[config.mk]
export PLATFORM = sky130hd
export DESIGN_NAME = ln_stats_stage1
export DESIGN_NICKNAME = d
export VERILOG_FILES = /design/src/rtl/ln_stats_stage1.sv
export SDC_FILE = /design/constraint.sdc
export NUM_CORES = 2
export LEC_CHECK = 0
export CORE_AREA = 4 4 464 466
export CTS_CLUSTER_DIAMETER = 40
export DETAILED_ROUTE_END_ITERATION = 8
export DIE_AREA = 0 0 468 470
export PLACE_DENSITY = 0.43
export RECOVER_POWER = 25
export SLEW_MARGIN = 30
export SYNTH_ARGS = -nofsm -noshare
export SYNTH_HDL_FRONTEND = slang
export SYNTH_SLANG_ARGS = --single-unit
[constraint.sdc]
create_clock -name i_clk -period 13.82 [get_ports i_clk]
set_input_delay 3.455 -clock i_clk [delete_from_list [all_inputs] [get_ports i_clk]]
set_output_delay 3.455 -clock i_clk [all_outputs]
set_load 0.05 [all_outputs]
[src/rtl/ln_stats_stage1.sv]
// ln_stats_stage1: buffers one row, derives mean/std/alpha, then replays the row mean-subtracted
module ln_stats_stage1 #(
  parameter int COUNT      = 128,
  parameter int CNT_WIDTH  = 8,
  parameter int LOG2_COUNT = 7
) (
  input  logic               i_clk,
  input  logic               i_rst,
  input  logic               i_valid,
  input  logic signed [7:0]  i_x,
  output logic               o_ready,
  output logic               o_valid,
  output logic signed [8:0]  o_x_norm,
  output logic signed [21:0] o_mean,
  output logic        [7:0]  o_std,
  output logic        [1:0]  o_alpha,
  output logic               o_S1_done
);
  typedef enum logic [1:0] {ACCUM, CALC, SQRT, STREAM} state_t;
  state_t state, state_n;
  logic signed [7:0]           row_buf [COUNT];
  logic        [CNT_WIDTH-1:0] cnt;
  logic signed [21:0]          sum;
  logic        [31:0]          sumsq;
  logic signed [7:0]           m;
  logic        [15:0]          rad;
  logic        [9:0]           rem;
  logic        [7:0]           q;
  logic signed [8:0]           x_hold;
  logic                        last, sqrt_last, ge;
  logic signed [15:0]          sq;
  logic signed [7:0]           m_c;
  logic        [31:0]          ex2_c;
  logic        [15:0]          mm_c, var_c;
  logic signed [32:0]          diff_c;
  logic        [11:0]          rem_n, trial;
  logic        [7:0]           root_n;
  logic signed [8:0]           xn;
  assign last      = cnt == CNT_WIDTH'(COUNT - 1);
  assign sqrt_last = cnt == CNT_WIDTH'(7);
  assign sq        = i_x * i_x;
  assign m_c       = 8'(sum >>> LOG2_COUNT);
  assign ex2_c     = sumsq >> LOG2_COUNT;
  assign mm_c      = 16'(m_c * m_c);
  assign diff_c    = $signed({1'b0, ex2_c}) - $signed({17'b0, mm_c});
  assign var_c     = diff_c[32] ? '0 : (|diff_c[31:16] ? '1 : diff_c[15:0]);
  // restoring root: bring down two radicand bits, try appending a 1 to the partial root
  assign rem_n     = {rem, rad[15:14]};
  assign trial     = {2'b00, q, 2'b01};
  assign ge        = rem_n >= trial;
  assign root_n    = {q[6:0], ge};
  assign xn        = {row_buf[cnt[LOG2_COUNT-1:0]][7], row_buf[cnt[LOG2_COUNT-1:0]]} - {m[7], m};
  assign o_ready   = state == ACCUM;
  assign o_valid   = state == STREAM;
  assign o_x_norm  = o_valid ? xn : x_hold;
  assign o_S1_done = o_valid && last;
  always_comb begin
    state_n = state;
    case (state)
      ACCUM:   state_n = i_valid && last ? CALC : ACCUM;
      CALC:    state_n = SQRT;
      SQRT:    state_n = sqrt_last ? STREAM : SQRT;
      default: state_n = last ? ACCUM : STREAM;
    endcase
  end
  always_ff @(posedge i_clk) state <= i_rst ? ACCUM : state_n;
  always_ff @(posedge i_clk)
    if (o_ready && i_valid) row_buf[cnt[LOG2_COUNT-1:0]] <= i_x;
  always_ff @(posedge i_clk) begin
    if (i_rst) begin
      cnt     <= '0;
      sum     <= '0;
      sumsq   <= '0;
      m       <= '0;
      rad     <= '0;
      rem     <= '0;
      q       <= '0;
      x_hold  <= '0;
      o_mean  <= '0;
      o_std   <= '0;
      o_alpha <= '0;
    end else begin
      case (state)
        ACCUM: if (i_valid) begin
          sum   <= sum + 22'(i_x);
          sumsq <= sumsq + {16'b0, sq};
          cnt   <= last ? '0 : cnt + 1'b1;
        end
        CALC: begin
          m      <= m_c;
          rad    <= var_c;
          rem    <= '0;
          q      <= '0;
          o_mean <= sum;
          sum    <= '0;
          sumsq  <= '0;
        end
        SQRT: begin
          rad <= rad << 2;
          rem <= 10'(ge ? rem_n - trial : rem_n);
          q   <= root_n;
          cnt <= sqrt_last ? '0 : cnt + 1'b1;
          if (sqrt_last) begin
            o_std   <= root_n;
            o_alpha <= |root_n[7:6] ? 2'd3 : root_n[5] ? 2'd2 : root_n[4] ? 2'd1 : 2'd0;
          end
        end
        default: begin
          x_hold <= xn;
          cnt    <= last ? '0 : cnt + 1'b1;
        end
      endcase
    end
  end
endmodule

# After elaboration in Yosys (flattened, before gate mapping)
# Memory sizes are Yosys's and may differ from the RTL's. A register that Yosys moved wholly into a read port is not among the register bits.
# Cells that the tools add are included.
# totals
regBits	147
ram_bits	1024
in_bits	11
memories	1
# op_classes
n_addsub	6
multipliers	2
magnitude_cmp	1
eq_ne	6
n_mux	26
n_bitwise	1
n_reduce_logical	12
# mem_list
memory	words	word_bits	read_ports	rd_clocked_by_memory_dff	wr	line	text
row_buf	128	8	1	1	1	21	logic signed [7:0] row_buf [COUNT];
# op_table
cell	n
32-bit case mux with 2 select lines	1
22-bit case mux with 2 select lines	1
32-bit by 16-bit adder with 32-bit output	1
8-bit by 8-bit multiplier with 16-bit output	2
16-bit 2-to-1 mux	2
32-bit 2-to-1 mux	1
16-bit case mux with 2 select lines	1
25-bit by 16-bit subtractor with 26-bit output	1
8-bit 2-to-1 mux	3
8-bit case mux with 3 select lines	1
22-bit by 8-bit adder with 22-bit output	1
22-bit 2-to-1 mux	1
10-bit case mux with 2 select lines	1
8-bit case mux with 2 select lines	1
16-bit OR reduction	1
7-bit 2-to-1 mux	2
12-bit by 10-bit greater-or-equal comparator with 1-bit output	1
10-bit 2-to-1 mux	1
10-bit subtractor	1
9-bit 2-to-1 mux	1
8-bit by 8-bit subtractor with 9-bit output	1
8-bit by 1-bit adder with 8-bit output (second input constant)	1
8-bit by 3-bit equality test with 1-bit output (second input constant)	1
8-bit by 7-bit equality test with 1-bit output (second input constant)	1
other kinds (13)	25

# Logic depth before layout (Yosys ltp)
# depth
depth_word	6
mapped_depth	34

# Least setup slack after synthesis
# No wires, ideal clock.
# synth_path
path_kind	input port to flip-flop
startpoint	in i_x[7]
endpoint	reg sumsq[31]
setup_ps	119
t_arrival_ps	8681
t_required_ps	13701
slack_ps	5020
path_stages	22
n_path_buf	1
path_cell_list	clkbuf_1 and2_1 fa_1 fa_1 fa_1 fa_1 ha_1 a21oi_1 o21bai_1 a21oi_1 o21bai_1 a21oi_1 o21bai_1 a21oi_1 xnor2_1 ha_1 nand3_1 a211oi_1 o31ai_4 a2111oi_2 xnor2_1 nor2_1
# synth_via
elab_chain_len	4
# synth_rtl
element	line	text
from (decl)	10	input logic signed [7:0] i_x,
8-bit by 8-bit multiplier with 16-bit output	41	assign sq = i_x * i_x;
32-bit by 16-bit adder with 32-bit output	86	sumsq <= sumsq + {16'b0, sq};
32-bit 2-to-1 mux	84	ACCUM: if (i_valid) begin
32-bit case mux with 2 select lines	83	case (state)
to (signal assigned)	86	
to (decl)	24	logic [31:0] sumsq;
# No other way between the ends. The select of a mux whose other input is x is not followed.
# A chain may end at the register's enable or synchronous reset.

# Worst setup path in the final report
# layout_path
startpoint	in i_x[4]
endpoint	reg sumsq[28]
# The elaborated chain is that of the path after synthesis.

==> qor.csv <==
stage,metric,value,unit
sta,hold_viol,0,
synth,synth_area,0.0527,mm²
drt,vias_per_cell,4.50,
power,power_frac_clock,44.2,%
critical_path,reg2reg_from,sum[8],
critical_path,critical_path_class,primary input to register,
clocking,postCtsSetupRepairBufs,0,
sta,setup_viol,0,
global_routing,grt_usage,12.5,%
clocking,postCtsHoldBufs,0,
synth,synth-simple-area-share,5.57,%
sta,grt_setup_unrepaired,no,
die,core_area,0.211,mm²
drt,vias,28200,
synth,synth_area_leaders,"edfxtp_1, mux4_2, dfxtp_1",
die,row_count,169,
global_routing,first_global_vias,29100,
die,die_area,0.220,mm²
drt,route.detailed.drc,0,
die,start_util,24.9,%
clocking,clk_pin_slew,0.05,ns
synth,yosysMostFrequentCell,edfxtp_1,
drt,ant_nets,0,
power,powerDensity,165,mW/mm²
sta,worst_pin_slew,4.09,ns
die,ioPinCount,55,
synth,synthesis.nets,3424,
power,combPwrFrac,17.9,%
drt,wl_per_cell,22.1,µm
power,cellLeakagePower,20.3,nW
synth,synth-compound-area-share,4.20,%
clocking,clk_latency,0.80,ns
placed_design,io_buffers,54,
layout,post-route-util,29.7,%
synth,synth_top_area_share,58.4,%
clocking,cts_tree,built,
clocking,cts_root_buffer,clkbuf_16,
layout,area_growth,19.2,%
power,sequentialPowerShare,37.9,%
clocking,cts_max_level,4,
power,netSwitchingPower,2.85,mW
synth,ys_seq_area_share,63.9,%
synth,yosys_warnings,0,
critical_path,path_max_fanout,72,
critical_path,rrSetupSlack,5.50,ns
clocking,clockBufferDepth,3,
drt,firstDrtPassIters,5,
synth,syn_inst,3193,
run_status,violations,"max-capacitance violations, max-slew violations",
synth,synth_top_family_by_area,multiplexers,
die,fp.dieW,468,µm
synth,synth-xor-area-share,1.85,%
synth,postSynth.asyncResetShare,0,%
global_routing,grt_pass1_wl,203000,µm
synth,synth.largest_area_cell,edfxtp_1,
power,swShare,27.6,%
synth,synth_commonest_cells,"edfxtp_1, mux4_2, nor2_1",
clocking,cts_resized,0,
placed_design,dp_hpwl,89700,µm
run_status,status,finished with violations,
critical_path,cp-end-kind,register,
critical_path,cp.arrival,12.22,ns
power,p_int,7.51,mW
die,die_y,470,µm
critical_path,worstSetupStartpointType,primary input,
synth,synth_edf_count,1024,
synth,synth_fa_ha_area_share,6.51,%
sta,fin_crit,11.59,ns
global_routing,overflow,0,
synth,ys_ff_latch,1170,
placed_design,gp_congestion,0.758,
min_path,min_path_type,register to register,
layout,num-fill-cells,20800,
clocking,cts_made_buffers,171,
drt,drt-total-wl,139000,µm
sta,fin_skew,0.0513,ns
sta,fin_setup_tns,0,ns
global_routing,grt_max_degree,104,
global_routing,antenna_found_initial,10,
flow_run,maxCapViolations,9,
critical_path,startpoint,i_x[4],
clocking,cts.sinks,1170,
sta,drv_slew,581,
critical_path,worstPathRequired,14.45,ns
synth,synth_cell_types,68,
layout,fin_nets,3543,
layout,final_layout_size_suffix_gt1_share,22.6,%
sta,slew_headroom,-173,%
sta,fin_crit_sh,83.9,%
power,max-vdd-ir-drop,0.0000957,V
sta,fmax,86.3,MHz
synth,syn_area_per_cell,16.5,µm²
min_path,hold_start,o_std[6],
synth,synthMuxAreaShare,15.4,%
drt,drt-initial-drc-count,2100,
synth,synth_ff_type,edfxtp_1,
-- worst max-delay path, cell delays in order --
cell,delay [ns]
clkbuf_1,2.75
and2_1,0.39
ha_1,0.20
a21oi_1,0.06
fa_1,0.64
inv_1,0.04
ha_1,0.28
fa_1,0.48
ha_1,0.29
a21o_1,0.16
a21oi_1,0.23
o21bai_1,0.10
a21oi_1,0.23
nor2b_1,0.08
o21a_1,0.19
o31a_1,0.26
o41ai_1,0.35
xnor2_1,0.17
ha_1,0.39
and3_1,0.20
a211oi_2,0.74
nor3_1,0.17
xnor2_1,0.19
nor2_1,0.05
-- final cells by class --
type                            count  area [µm²]  share of cell area [%]
Multi-Input combinational cell   1689       17800                    28.4
Inverter                          176         661                    1.05
Clock buffer                      192        4430                    7.06
Timing Repair Buffer              104         940                    1.50
Clock inverter                    129        1710                    2.72
Tap cell                         2821        3530                    5.62
Sequential cell                  1170       33700                    53.7
Antenna cell                        1        2.50                 0.00399
-- layout by cell type (no fill, tap or decap), types with 15 or more instances in the layout --
cell type / Yosys / layout
nor2_1: 257 / 207
a21oi_1: 90 / 90
edfxtp_1: 1024 / 1024
bufinv_16: 0 / 26
a21o_1: 40 / 40
nor2b_1: 22 / 22
clkinvlp_4: 0 / 15
clkbuf_16: 0 / 173
nand3_1: 38 / 38
nand2_1: 142 / 142
nor3_1: 24 / 23
clkbuf_1: 103 / 28
clkinv_4: 0 / 25
fa_1: 90 / 90
a22oi_1: 23 / 23
clkdlybuf4s50_1: 0 / 45
mux4_2: 336 / 336
mux2i_1: 40 / 40
nand2b_1: 28 / 28
inv_1: 176 / 176
xor2_1: 32 / 32
clkinv_1: 0 / 15
o21ai_0: 70 / 70
xnor2_1: 79 / 79
clkinv_2: 0 / 18
buf_4: 2 / 39
ha_1: 130 / 129
dfxtp_1: 146 / 142
and2_1: 37 / 37
or2_2: 20 / 20
nor2_2: 1 / 51
-- sequential cells by signal, summed over array words and instances (netlist names), named ones only --
signal   count
row_buf   1024
sumsq       32
o_mean      22
sum         22
rad         16
rem         10
x_hold       9
cnt          8
o_std        8
q            8
o_alpha      2
state        2
-- metrics by stage --
step / cell area, µm² / hold slack [ns] / setup WS, ns / power, mW / instances
after floorplan: 52700 / 0.426 / 5.02 / 5.35 / 3193
after global placement: 56500 / 0.445 / 3.50 / 5.88 / 5957
after detailed placement: 56600 / 0.449 / 3.60 / 5.88 / 5958
after CTS: 62800 / 0.458 / 2.68 / 10.5 / 6279
after global routing: 62800 / 0.474 / 1.46 / 10.9 / 6282
final: 62800 / 0.453 / 2.23 / 10.4 / 6282
-- power groups by stage --
| stage | clock network [mW] | logic [mW] | registers, mW |
|---|---|---|---|
| global route | 4.86 | 2.07 | 3.94 |
| global placement | 0 | 1.87 | 4.00 |
| CTS | 4.69 | 1.89 | 3.93 |
| floorplan | 0 | 1.40 | 3.96 |
| detailed placement | 0 | 1.87 | 4.00 |
| finish | 4.58 | 1.85 | 3.93 |
-- layer usage --
layer  global-route usage (%)  wire, µm  share of wire, %  vias up
met2                     19.1     63200                46      663
met5                        0        34             0.025        -
met1                     18.1     65700                47    14800
met4                     3.00      2550               1.8        6
li1                         -         -                 -    12600
met3                     2.70      7110               5.1      177
-- cells by family (layout without fill, tap and decap cells) --
group,count (synthesis),in the layout
DFF,1170,1170
and+or+nand+nor,632,632
muxes,390,390
AOI/OAI and AO/OA,336,336
buffers and inverters,334,601
adders and majority gates,220,220
xor gates and xnor gates,111,111
other,0,1
-- worst paths after layout --
| kind | to | cells past startpoint |
|---|---|---|
| max reg2reg | rad[14] | 29 |
| max | sumsq[28] | 24 |
| min | o_std[6] | 2 |
| min reg2reg | o_std[6] | 2 |
Power figures use the tool's default switching activity.
